## src/rtl/conv_pkg.sv

```systemverilog
// ============================================================================
// conv_pkg -- shared constants, pixel type and streamer FSM encoding.
// Revision: 1.0
// ============================================================================
`default_nettype none

package conv_pkg;

    localparam int CONV_N     = 10;
    localparam int CONV_PIX_W = 8;

    typedef logic [CONV_PIX_W-1:0] pixel_t;

    typedef enum logic [1:0] {
        IDLE   = 2'd0,
        STREAM = 2'd1,
        GAP    = 2'd2,
        DONE   = 2'd3
    } streamer_state_t;

endpackage

`default_nettype wire

```

## src/rtl/pixel_frame_ram.sv

```systemverilog
// ============================================================================
// pixel_frame_ram -- N*N pixel frame store, one synchronous write port and
// one combinational read port. Contents are not reset.
// Revision: 1.0
// ============================================================================
`default_nettype none

module pixel_frame_ram
    import conv_pkg::*;
#(
    parameter int N      = CONV_N,
    parameter int PIX_W  = CONV_PIX_W,
    parameter int ADDR_W = $clog2(N*N)
) (
    input  logic              clk,
    input  logic              we,
    input  logic [ADDR_W-1:0] waddr,
    input  logic [PIX_W-1:0]  wdata,
    input  logic [ADDR_W-1:0] raddr,
    output logic [PIX_W-1:0]  rdata
);

    logic [PIX_W-1:0] r_mem [0:N*N-1];

    always_ff @(posedge clk) begin : p_write
        if (we) begin
            r_mem[waddr] <= wdata;
        end
    end

    assign rdata = r_mem[raddr];

endmodule

`default_nettype wire

```

## src/rtl/pixel_streamer.sv

```systemverilog
// ============================================================================
// pixel_streamer -- replays a stored N*N frame in raster order as a
// pixel/data_in_en beat stream. Optional PIXEL_STREAMER_ROW_GAP_EN inserts
// one idle cycle after every row.
// Revision: 1.0
// ============================================================================
`default_nettype none

module pixel_streamer
    import conv_pkg::*;
#(
    parameter int N     = CONV_N,
    parameter int PIX_W = CONV_PIX_W
) (
    input  logic                   clk,
    input  logic                   reset,
    input  logic                   wr_en,
    input  logic [$clog2(N*N)-1:0] wr_addr,
    input  logic [PIX_W-1:0]       wr_data,
    input  logic                   start,
    input  logic                   hold,
    output logic [PIX_W-1:0]       pixel,
    output logic                   data_in_en,
    output logic                   busy,
    output logic                   done
);

    localparam int c_addr_w = $clog2(N*N);
    localparam int c_cnt_w  = $clog2(N);
    localparam logic [c_cnt_w-1:0] c_last = c_cnt_w'(N-1);

    streamer_state_t     r_state, w_state_nxt;
    logic [c_cnt_w-1:0]  r_i, r_j, w_i_nxt, w_j_nxt;
    logic [PIX_W-1:0]    r_pixel, w_pixel_nxt;
    logic                r_den, w_den_nxt;
    logic                r_done, w_done_nxt;
    logic                w_mem_we;
    logic [c_addr_w-1:0] w_rd_addr;
    logic [PIX_W-1:0]    w_rd_data;

    assign w_rd_addr = c_addr_w'(r_i) * c_addr_w'(N) + c_addr_w'(r_j);

    pixel_frame_ram #(
        .N      (N),
        .PIX_W  (PIX_W),
        .ADDR_W (c_addr_w)
    ) u_ram (
        .clk   (clk),
        .we    (w_mem_we),
        .waddr (wr_addr),
        .wdata (wr_data),
        .raddr (w_rd_addr),
        .rdata (w_rd_data)
    );

    always_comb begin : p_next
        w_state_nxt = r_state;
        w_i_nxt     = r_i;
        w_j_nxt     = r_j;
        w_pixel_nxt = r_pixel;
        w_den_nxt   = 1'b0;
        w_done_nxt  = 1'b0;
        w_mem_we    = 1'b0;
        case (r_state)
            IDLE: begin
                // start wins over a same-cycle write
                if (start) begin
                    w_state_nxt = STREAM;
                    w_i_nxt     = '0;
                    w_j_nxt     = '0;
                end else if (wr_en && (32'(wr_addr) < 32'(N*N))) begin
                    w_mem_we = 1'b1;
                end
            end
            STREAM: begin
                if (!hold) begin
                    w_pixel_nxt = w_rd_data;
                    w_den_nxt   = 1'b1;
                    if (r_j == c_last) begin
                        w_j_nxt = '0;
`ifdef PIXEL_STREAMER_ROW_GAP_EN
                        // row index advances on leaving GAP
                        w_state_nxt = GAP;
`else
                        if (r_i == c_last) begin
                            w_i_nxt     = '0;
                            w_state_nxt = DONE;
                        end else begin
                            w_i_nxt = r_i + 1'b1;
                        end
`endif
                    end else begin
                        w_j_nxt = r_j + 1'b1;
                    end
                end
            end
`ifdef PIXEL_STREAMER_ROW_GAP_EN
            GAP: begin
                if (r_i == c_last) begin
                    w_i_nxt     = '0;
                    w_state_nxt = DONE;
                end else begin
                    w_i_nxt     = r_i + 1'b1;
                    w_state_nxt = STREAM;
                end
            end
`endif
            DONE: begin
                // stay one extra cycle so busy covers the done pulse
                if (!r_done) begin
                    w_done_nxt = 1'b1;
                end else begin
                    w_state_nxt = IDLE;
                end
            end
            default: begin
                w_state_nxt = IDLE;
            end
        endcase
    end

    always_ff @(posedge clk or posedge reset) begin : p_regs
        if (reset) begin
            r_state <= IDLE;
            r_i     <= '0;
            r_j     <= '0;
            r_pixel <= '0;
            r_den   <= 1'b0;
            r_done  <= 1'b0;
        end else begin
            r_state <= w_state_nxt;
            r_i     <= w_i_nxt;
            r_j     <= w_j_nxt;
            r_pixel <= w_pixel_nxt;
            r_den   <= w_den_nxt;
            r_done  <= w_done_nxt;
        end
    end

    assign pixel      = r_pixel;
    assign data_in_en = r_den;
    assign done       = r_done;
    assign busy       = (r_state != IDLE);

endmodule

`default_nettype wire

```

## config.mk

```make
export PLATFORM = sky130hd
export DESIGN_NAME = pixel_streamer
export DESIGN_NICKNAME = d
export VERILOG_FILES = /design/src/rtl/conv_pkg.sv /design/src/rtl/pixel_frame_ram.sv /design/src/rtl/pixel_streamer.sv
export SDC_FILE = /design/constraint.sdc
export NUM_CORES = 1
export LEC_CHECK = 0
export BUFFER_PORTS_ARGS = -buffer_cell sky130_fd_sc_hd__buf_2
export CORE_MARGIN = 4
export CORE_UTILIZATION = 50
export CTS_CLUSTER_SIZE = 28
export DETAILED_ROUTE_END_ITERATION = 10
export PLACE_DENSITY = 0.63
export RECOVER_POWER = 50
export SYNTH_ARGS = -nofsm -noshare
export SYNTH_HDL_FRONTEND = slang
export SYNTH_HIERARCHICAL = 1
export SYNTH_SLANG_ARGS = --single-unit
```

## constraint.sdc

```tcl
create_clock -name clk -period 9.3 [get_ports clk]
set_input_delay 1.395 -clock clk [delete_from_list [all_inputs] [get_ports clk]]
set_output_delay 1.395 -clock clk [all_outputs]
set_load 0.05 [all_outputs]
```

# After elaboration in Yosys (flattened, before gate mapping)
# Memories as Yosys holds them, arrays and structs flattened. A register that Yosys moved wholly into a read port is not among the register bits.
# Index checks and enable logic that the tools add are counted.
[op_classes]
add_sub_neg = 3
mul = 1
order_cmp = 1
n_eq_ne = 9
mux = 23
bitwise_logic = 1
n_reduce_logical = 8
[ops]
columns = ["op", "n"]
rows = [
  ["4-bit 2-to-1 mux", 6],
  ["4-bit one-hot mux with 2 select lines", 2],
  ["2-bit 2-to-1 mux", 5],
  ["2-bit inequality test (second input constant)", 5],
  ["1-bit 2-to-1 mux", 9],
  ["4-bit by 1-bit adder with 4-bit output (second input constant)", 2],
  ["4-bit == test (second input constant)", 2],
  ["7-bit by 4-bit adder with 7-bit output", 1],
  ["7-bit < comparator (second input constant)", 1],
  ["4-bit by 3-bit multiplier with 6-bit output (second input constant)", 1],
  ["2-bit one-hot mux with 3 select lines", 1],
  ["5-bit AND reduction", 1],
  ["4-bit AND reduction", 1],
  ["2-bit nonzero test", 2],
  ["3-bit AND reduction", 1],
  ["2-bit by 1-bit == test with 1-bit output (second input constant)", 1],
  ["2-bit == test (second input constant)", 1],
  ["2-bit logical NOT", 1],
  ["2-bit AND reduction", 1],
  ["1-bit logical AND", 1],
  ["1-bit NOT", 1],
]
[totals]
register_bits = 12
ram_bits = 800
wordCells = 52
n_memories = 1
[memory_table]
columns = ["name", "words", "width", "rd", "rd_clocked_by_memory_dff", "wr", "line", "text"]
rows = [
  ["u_ram.r_mem", 100, 8, 1, 1, 1, "pixel_frame_ram.sv:23", "logic [PIX_W-1:0] r_mem [0:N*N-1];"],
]

# Logic depth before layout (Yosys ltp)
# Gate-level depths: netlist (run 1).
[depth]
depth_word = 7
depth_mapped = 14
mapped_depth_nobuf = 12

# Hierarchy
# Netlist (run 1), hierarchy kept.
[by_module_without_submodules]
columns = ["module", "instances", "cells_per_inst", "area_each_um2", "seq_area_each_um2"]
rows = [
  ["pixel_frame_ram", 1, 1376, 30960.9, 24023.0],
  ["pixel_streamer", 1, 105, 1204.9, 500.5],
]

# Least setup slack after synthesis (run 1)
# No wires, ideal clock.
[synth_timing]
path_kind = "input to register"
startpoint = "input wr_addr[4]"
endpoint = "memory u_ram/r_mem[72][0] (netlist bit), enable pin"
arrival_ns = 3.247
t_required_ns = 8.917
slack_ns = 5.669
stages = 6
cell_sequence = "o311a_1 -> nor4b_1 -> clkbuf_1 -> nor2b_1 -> nand3_1 -> nor3_1"
[synth_via]
elab_chain_cells = 7
[synth_lines]
columns = ["item", "line", "text"]
rows = [
  ["start, declared", "pixel_streamer.sv:18", "input logic [$clog2(N*N)-1:0] wr_addr,"],
  ["7-bit < comparator", "pixel_streamer.sv:71", "end else if (wr_en && (32'(wr_addr) < 32'(N*N))) begin"],
  ["1-bit logical AND", "pixel_streamer.sv:71", ""],
  ["1-bit 2-to-1 mux", "pixel_streamer.sv:71", ""],
  ["1-bit 2-to-1 mux", "pixel_streamer.sv:67", "if (start) begin"],
  ["1-bit 2-to-1 mux", "pixel_streamer.sv:64", "case (r_state)"],
  ["net w_mem_we", "pixel_streamer.sv:37", "logic w_mem_we;"],
  ["1-bit 2-to-1 mux", "pixel_frame_ram.sv:26", "if (we) begin"],
  ["1-bit 2-to-1 mux (implied by the code)", "pixel_frame_ram.sv:27", "r_mem[waddr] <= wdata;"],
  ["end, declared", "pixel_frame_ram.sv:23", ""],
]
# The timed path passes the listed nets, and every way through them passes these cells.

# Worst setup path in the final report (run 1)
[layout_timing]
startpoint = "register r_j[0]"
endpoint = "register r_pixel[0] (netlist: pixel[0]), read port of u_ram.r_mem"
[layout_via]
elab_chain_cells = 1
[layout_lines]
columns = ["item", "line", "text"]
rows = [
  ["start, declared", "pixel_streamer.sv:33", "logic [c_cnt_w-1:0] r_i, r_j, w_i_nxt, w_j_nxt;"],
  ["start signal, assigned", "pixel_streamer.sv:133", "r_j <= w_j_nxt;"],
  ["7-bit by 4-bit adder with 7-bit output", "pixel_streamer.sv:41", "assign w_rd_addr = c_addr_w'(r_i) * c_addr_w'(N) + c_addr_w'(r_j);"],
  ["end, declared", "pixel_streamer.sv:34", "logic [PIX_W-1:0] r_pixel, w_pixel_nxt;"],
]
# No other way between the ends.
# A chain may end at the register's enable or synchronous reset.

==> results of run 1 <==
-- where the power goes --
group          internal, mW  leakage, nW  switching, mW
sequential             4.11         7.41          0.102
clock                  1.98         1.33           1.38
combinational          2.41         2.27           3.54
-- metal layers --
metal	part of all wire [%]	global-route usage, %	routed length, um	vias to the layer above
met4	2.0	4.790	1527	8
met5	0.067	0	50	-
met2	47	33.73	34820	717
met3	8.7	4.500	6485	100
met1	43	34.35	31960	8314
li1	-	-	-	6336
-- cell type report --
| cell class | count | area [um^2] |
|---|---|---|
| fill | 4607 | 27500 |
| clock inverter | 56 | 535.5 |
| clock buffer | 98 | 2238 |
| sequential | 820 | 24520 |
| tap | 846 | 1059 |
| inverter | 10 | 42.54 |
| multi-input combinational | 577 | 7233 |
| timing repair buffer | 51 | 291.5 |
-- worst max-delay path by stage --
stage / start / endpoint / slack (ps) / cells past startpoint
6_report: r_j[0] / pixel[0] / 3710 / 6
5_1_grt: r_j[0] / pixel[7] / 3290 / 6
4_1_cts: r_i[0] / pixel[5] / 4720 / 10
3_5_place_dp: wr_addr[2] / u_ram/r_mem[46][4] / 4330 / 6
3_3_place_gp: wr_addr[2] / u_ram/r_mem[30][0] / 4420 / 6
2_1_floorplan: wr_addr[4] / u_ram/r_mem[72][0] / 5670 / 6
-- flip-flops by register name (all words and copies together), names as in the netlist --
signal / flops
data_in_en: 1
r_state: 2
r_j: 4
r_i: 4
u_ram/r_mem: 800
done: 1
pixel: 8
-- critical path: stages (launching register included) --
cell	delay [ps]
sky130_fd_sc_hd__dfrtp_1	2310
sky130_fd_sc_hd__buf_12	530
sky130_fd_sc_hd__mux4_2	660
sky130_fd_sc_hd__mux4_2	530
sky130_fd_sc_hd__o22ai_1	470
sky130_fd_sc_hd__nor4_1	220
sky130_fd_sc_hd__mux2_1	350
-- cells in the mapped netlist, types with 3 or more instances --
| cell type | n | area (um^2) |
|---|---|---|
| sky130_fd_sc_hd__edfxtp_1 | 800 | 24020 |
| sky130_fd_sc_hd__mux4_2 | 226 | 5090 |
| sky130_fd_sc_hd__nor2_1 | 117 | 439.2 |
| sky130_fd_sc_hd__nand2_1 | 28 | 105.1 |
| sky130_fd_sc_hd__a22oi_1 | 27 | 202.7 |
| sky130_fd_sc_hd__clkbuf_1 | 27 | 101.4 |
| sky130_fd_sc_hd__nand3_1 | 26 | 130.1 |
| sky130_fd_sc_hd__buf_2 | 20 | 100.1 |
| sky130_fd_sc_hd__dfrtp_1 | 20 | 500.5 |
| sky130_fd_sc_hd__nor2b_1 | 16 | 100.1 |
| sky130_fd_sc_hd__buf_4 | 13 | 97.59 |
| sky130_fd_sc_hd__o22ai_1 | 13 | 81.33 |
| sky130_fd_sc_hd__mux2i_1 | 12 | 120.1 |
| sky130_fd_sc_hd__ha_1 | 11 | 137.6 |
| sky130_fd_sc_hd__a21oi_1 | 10 | 50.05 |
| sky130_fd_sc_hd__inv_1 | 10 | 37.54 |
| sky130_fd_sc_hd__nor4_1 | 8 | 50.05 |
| sky130_fd_sc_hd__buf_1 | 7 | 26.28 |
| sky130_fd_sc_hd__buf_6 | 7 | 78.83 |
| sky130_fd_sc_hd__mux2_1 | 7 | 78.83 |
| sky130_fd_sc_hd__nand2b_1 | 7 | 43.79 |
| sky130_fd_sc_hd__nand4_1 | 7 | 43.79 |
| sky130_fd_sc_hd__nor3_1 | 7 | 35.03 |
| sky130_fd_sc_hd__a31oi_1 | 3 | 18.77 |
| sky130_fd_sc_hd__and2_1 | 3 | 18.77 |
| sky130_fd_sc_hd__nand3b_1 | 3 | 22.52 |
| sky130_fd_sc_hd__nor3b_1 | 3 | 22.52 |
| sky130_fd_sc_hd__o21ai_0 | 3 | 15.01 |
| sky130_fd_sc_hd__xnor2_1 | 3 | 26.28 |
-- cell families after synthesis --
logic type / after synthesis
compound gates: 75
mux: 249
buf+inv: 84
xor+xnor: 5
simple gates: 235
flops: 820
fa+ha+maj: 13
==> flow_summary.json, run 1 <==
{
  "rsz_0062_raised_after_global_routing": "false",
  "drt_iter0_drc": 2066,
  "reg2reg_slack_ps": 3710,
  "synth_edf_count": 800,
  "synthXorXnorAreaFrac_pct": 0.1361,
  "initial_core_util_pct": 50.71,
  "synth-seq-cells": 820,
  "final_util_pct": 56.64,
  "die_width_um": 261.6,
  "via_count_of_the_first_global_routing_pass": 15540,
  "synth_adder_area_share_pct": 0.5524,
  "finalSetupTns_ps": 0,
  "final_hold_slack_ps": 481.5,
  "clock_sinks": 820,
  "place_area_mm2": 0.03323,
  "ff2ff_path_depth": 6,
  "buffer_ports.inserted": 30,
  "finalSetupViolations": 0,
  "num_rows": 92,
  "irDropWorstVdd_uv": 679.9,
  "yosysSeqAreaShare_pct": 76.24,
  "via_per_inst": 6.296,
  "post_cts.resized_instances": 0,
  "static-leakage-power_nw": 11.01,
  "yosys_warnings": 6,
  "stdcell_count": 2458,
  "tritoncts": "done",
  "min-delay-start": "done",
  "cts_root_buf": "sky130_fd_sc_hd__clkbuf_16",
  "rr_endpoint": "pixel[0]",
  "grt-ovfl-total": 0,
  "hold_buffer_count_at_cts": 0,
  "clock_skew_ps": 15.38,
  "number_of_top_level_pins": 31,
  "instance_count_of_the_mapped_netlist": 1481,
  "cts_max_level": 3,
  "crit_path_end_kind": "flop",
  "timing.critical_path.arrival_ps": 6080,
  "core_area_mm2": 0.06343,
  "failed_checks": "capacitance limit, slew limit",
  "max-slew-margin-rel_pct": -194.2,
  "grt_start_max_net_pins": 105,
  "final_net_count": 1577,
  "mappedNetlistArea_mm2": 0.03217,
  "worst-slew-pin-transition_ps": 4413,
  "hold_path_class": "reg2reg",
  "die_y_um": 261.6,
  "timing.final.hold_violations": 0,
  "stdcell_area_mm2": 0.03592,
  "place.detailed.instances": 2304,
  "min_delay_path_depth": 1,
  "min_to": "done",
  "design.die.area_mm2": 0.06845,
  "drive_above_1_share_pct": 24.94,
  "timing.critical_path.required_ps": 9790,
  "via_count": 15480,
  "drt-pass1-iter-count": 5,
  "avgRoutedWirePerCell_um": 30.45,
  "dp_worst_setup_slack_ps": 4327,
  "groute.usage.overall_pct": 22.28,
  "drcViolationCount": 0,
  "commonest_cells_after_routing_fill_and_taps_aside": "sky130_fd_sc_hd__edfxtp_1 (800), sky130_fd_sc_hd__mux4_2 (226), sky130_fd_sc_hd__nor2_1 (118)",
  "critPathMaxFanout": 104,
  "dominantRegCellSynth": "sky130_fd_sc_hd__edfxtp_1",
  "category_of_the_most_critical_setup_path": "reg2reg",
  "asyncSetResetFlopFracSynth_pct": 2.439,
  "report.power.total_mw": 13.52,
  "yosys-mux-area-fraction_pct": 16.61,
  "setup_ws_ps": 3706,
  "synth_compound_gate_area_share_pct": 1.645,
  "syn_avg_cell_area_um2": 21.72,
  "startpoint_type": "flop",
  "timing.rr.start": "r_j[0]",
  "max-cap-violations": 15,
  "synth_simple_gate_area_share_pct": 3.446,
  "final_common_cell": "sky130_fd_sc_hd__edfxtp_1",
  "cts_max_path_buffers": 3,
  "cts.repair_timing.setup_buffer_count": 0,
  "antenna_left": 0,
  "number_of_antenna_violations_at_the_first_check_in_global_routing": 6,
  "synth_top_family_by_area": "multiplexers",
  "clk-insertion-delay-late_ps": 620,
  "tritoncts_buffer_count": 84,
  "count_of_antenna_diodes_in_the_layout": 0,
  "gp_weighted_congestion": 0.8435,
  "grt_pass1_wl_um": 110000,
  "routed_wl_um": 74840,
  "place_hpwl_um": 45200,
  "layout-area-overhead-vs-synth_pct": 11.68,
  "synth.net_count": 1514,
  "post-route-period-util_pct": 60.15,
  "p_per_area_mw_per_mm2": 376.4,
  "clock.fmax_mhz": 178.8,
  "clkSlewWorstSetupHoldPaths_ps": 60,
  "finalCriticalPeriod_ps": 5594,
  "slew_violations": 833,
  "post_synth_num_cell_types": 55,
  "status": "finished, violations left"
}
Note: power is estimated with default switching activity, not from simulation.
==> inputs of run 2 (changes only) <==
--- a/config.mk
+++ b/config.mk
@@ -5,12 +5,13 @@
 export SDC_FILE = /design/constraint.sdc
 export NUM_CORES = 1
 export LEC_CHECK = 0
+export ABC_AREA = 1
 export BUFFER_PORTS_ARGS = -buffer_cell sky130_fd_sc_hd__buf_2
 export CORE_MARGIN = 4
 export CORE_UTILIZATION = 50
 export CTS_CLUSTER_SIZE = 28
 export DETAILED_ROUTE_END_ITERATION = 10
-export PLACE_DENSITY = 0.63
+export PLACE_DENSITY = 0.66
 export RECOVER_POWER = 50
 export SYNTH_ARGS = -nofsm -noshare
 export SYNTH_HDL_FRONTEND = slang
==> constraint.sdc (replaced) <==
create_clock -name clk -period 4.8 [get_ports clk]
set_input_delay 0.72 -clock clk [delete_from_list [all_inputs] [get_ports clk]]
set_output_delay 0.72 -clock clk [all_outputs]
set_load 0.05 [all_outputs]
==> run 2 against run 1 <==
- the flow still finishes with violations (capacitance limit, slew limit)
- non-clock buffer count increased by 26
- die area rose by 6.6%
- setup slack lost 2800 ps
- clock power grew 85%
- largest cell class unchanged
- highest routed layer is now met4
==> flow_summary.json, run 2 <==
{
  "share_comb_of_total_power_pct": 43.3,
  "initial_core_util_pct": 50.82,
  "failed_checks": "capacitance limit, slew limit",
  "yosys_warnings": 6,
  "clkSlewWorstSetupHoldPaths_ps": 60,
  "p_per_area_mw_per_mm2": 673.7,
  "yosys-mux-area-fraction_pct": 0,
  "synth_simple_gate_area_share_pct": 23.10,
  "dr_wl_met3_um": 7267,
  "final_hold_slack_ps": 228.5,
  "core_area_mm2": 0.06763,
  "max_flop_register": "u_ram/r_mem",
  "avgRoutedWirePerCell_um": 22.09,
  "synth_edf_count": 800,
  "hold_path_class": "in2async",
  "category_of_the_most_critical_setup_path": "in2reg",
  "cpLargestDelayFamily": "buffers and inverters",
  "irDropWorstVdd_uv": 819.9,
  "synth_top_area_share_pct": 69.89,
  "grt_pass1_wl_um": 132500,
  "asyncSetResetFlopFracSynth_pct": 2.439,
  "route.top_layer_used": "met4",
  "synth_adder_area_share_pct": 0.5169,
  "timing.critical_path.required_ps": 4810,
  "timing.final.hold_violations": 0,
  "critical_path.cell_chain": "clkbuf_1 -> clkbuf_1",
  "crit_path_end_kind": "flop",
  "post_synth_num_cell_types": 31,
  "groute.usage.overall_pct": 23.56,
  "synth_compound_gate_area_share_pct": 0.6698,
  "max-slew-margin-rel_pct": -158.6,
  "final_common_cell": "sky130_fd_sc_hd__nand2_1",
  "via_count_of_the_first_global_routing_pass": 22150,
  "place.detailed.instances": 3790,
  "switching_share_pct": 42.70,
  "grt-ovfl-total": 0,
  "cts_root_buf": "sky130_fd_sc_hd__clkbuf_16",
  "drive_above_1_share_pct": 5.971,
  "number_of_top_level_pins": 31,
  "clock_skew_ps": 23.31,
  "via_count": 22860,
  "rr_endpoint": "u_ram/r_mem[27][7]",
  "die_width_um": 270.2,
  "finalSetupTns_ps": 0,
  "sum_of_buffers_and_inverters_on_the_critical_path": 2,
  "timing.critical_path.arrival_ps": 3930,
  "setup_ws_ps": 887.5,
  "biggest_area_contributors_in_the_synthesized_netlist": "sky130_fd_sc_hd__edfxtp_1 (70%), sky130_fd_sc_hd__nand2_1 (12%), sky130_fd_sc_hd__nand3_1 (9.5%)",
  "place_hpwl_um": 50400,
  "number_of_antenna_violations_at_the_first_check_in_global_routing": 2,
  "slew_violations": 699,
  "met2WireLength_um": 41060,
  "dominantRegCellSynth": "sky130_fd_sc_hd__edfxtp_1",
  "synthXorXnorAreaFrac_pct": 0.1529,
  "post-route-period-util_pct": 81.51,
  "critPathSlowestCell": "sky130_fd_sc_hd__clkbuf_1",
  "max-cap-violations": 18,
  "startpoint_type": "input pin",
  "die_y_um": 270.2,
  "reg2reg_slack_ps": 1320,
  "crit_path_frequent_cell": "sky130_fd_sc_hd__clkbuf_1",
  "gp_weighted_congestion": 0.8733,
  "cts_max_level": 3,
  "grt_start_max_net_pins": 200,
  "via_per_inst": 5.803,
  "drt_iter0_drc": 3022,
  "ff2ff_path_depth": 5,
  "critPathMaxFanout": 45,
  "finalCriticalPeriod_ps": 3913,
  "synth.net_count": 3051,
  "timing.rr.start": "r_state[1]",
  "clk-insertion-delay-late_ps": 630,
  "drt-pass1-iter-count": 5,
  "post-synth-top-area-cell": "sky130_fd_sc_hd__edfxtp_1",
  "cts_max_path_buffers": 3,
  "yosysSeqAreaShare_pct": 71.35,
  "worst-slew-pin-transition_ps": 3878,
  "synth_most_common_cell": "sky130_fd_sc_hd__nand2_1",
  "number_of_flip_flops_under_the_largest_register_name": 800,
  "synth-seq-cells": 820,
  "tritoncts": "done",
  "routed_wl_um": 87040,
  "layout-area-overhead-vs-synth_pct": 9.072,
  "post_cts.resized_instances": 0,
  "clock_sinks": 820,
  "instance_count_of_the_mapped_netlist": 3018,
  "mappedNetlistArea_mm2": 0.03437,
  "commonest_cells_after_routing_fill_and_taps_aside": "sky130_fd_sc_hd__nand2_1 (1,092), sky130_fd_sc_hd__edfxtp_1 (800), sky130_fd_sc_hd__nand3_1 (654)",
  "design.die.area_mm2": 0.07300,
  "report.power.total_mw": 25.26,
  "status": "finished, violations left",
  "power.share.sequential_pct": 32.0,
  "wirelength_met1_um": 35440,
  "num_rows": 95,
  "clock.fmax_mhz": 255.6,
  "hold_buffer_count_at_cts": 0,
  "p_int_mw": 14.47,
  "static-leakage-power_nw": 13.64,
  "clkPwrFrac_pct": 24.6,
  "rsz_0062_raised_after_global_routing": "false",
  "power_switching_mw": 10.78,
  "dp_worst_setup_slack_ps": 1069,
  "buffer_ports.inserted": 30,
  "stdcell_count": 3940,
  "antenna_left": 0,
  "final_net_count": 3035,
  "tritoncts_buffer_count": 83,
  "synth_common_cells": "sky130_fd_sc_hd__nand2_1 (1,092), sky130_fd_sc_hd__edfxtp_1 (800), sky130_fd_sc_hd__nand3_1 (654), sky130_fd_sc_hd__nor2_1 (116), sky130_fd_sc_hd__inv_1 (75)",
  "syn_avg_cell_area_um2": 11.39,
  "critPathMaxStageDelay_ps": 2030,
  "cts.repair_timing.setup_buffer_count": 0,
  "drcViolationCount": 0,
  "finalSetupViolations": 0,
  "synth_top_family_by_area": "simple AND/OR/NAND/NOR gates"
}
-- run 2: kinds of logic (layout without fill, tap and decap cells) --
group	Yosys count	after routing
AOI/OAI and AO/OA	37	37
xor gates and xnor gates	6	6
adders and majority gates	13	13
buffers and inverters	258	305
DFF	820	820
other	0	2
and+or+nand+nor	1884	1884
-- run 2: worst max path at each step --
stage,startpoint,end,cells past startpoint
floorplan,wr_addr[4],u_ram/r_mem[57][0],6
detailed placement,start,u_ram/r_mem[19][4],6
finish,wr_data[0],u_ram/r_mem[4][0],2
global route,wr_data[0],u_ram/r_mem[4][0],2
global placement,start,u_ram/r_mem[67][3],6
CTS,r_j[0],pixel[1],14
-- run 2: power by group through the flow --
stage                     clock network, mW  registers (mW)  logic [mW]
after detailed placement                  0            8.23        10.7
after global placement                    0            8.23        10.6
after CTS                              6.32            8.08        10.8
after global routing                   6.64            8.10        12.0
after floorplan                           0            8.25        7.65
final                                  6.22            8.09        10.9
-- run 2: layout make-up --
type                       count  area, um^2
fill                        5610       30150
sequential                   820       24530
multi-input combinational   1940        8428
clock buffer                 106        2256
tap                          873        1092
timing repair buffer          77       504.2
clock inverter                42       342.8
inverter                      80       332.8
antenna                        2       5.005
-- run 2: metrics by stage --
| step | instance area [um^2] | util (%) |
|---|---|---|
| 5_1_grt | 37490 | 55.43 |
| 3_5_place_dp | 34970 | 51.70 |
| 2_1_floorplan | 34370 | - |
| 3_3_place_gp | 34970 | 51.70 |
| 4_1_cts | 37560 | 55.54 |
| 6_report | 37490 | 55.43 |
-- run 2: routing by layer --
layer  global-route usage, %  vias to the layer above
met2                   37.43                     1091
met1                   32.66                    11140
li1                        -                    10440
met3                   4.291                      194
met5                       0                        -
met4                   9.190                        0
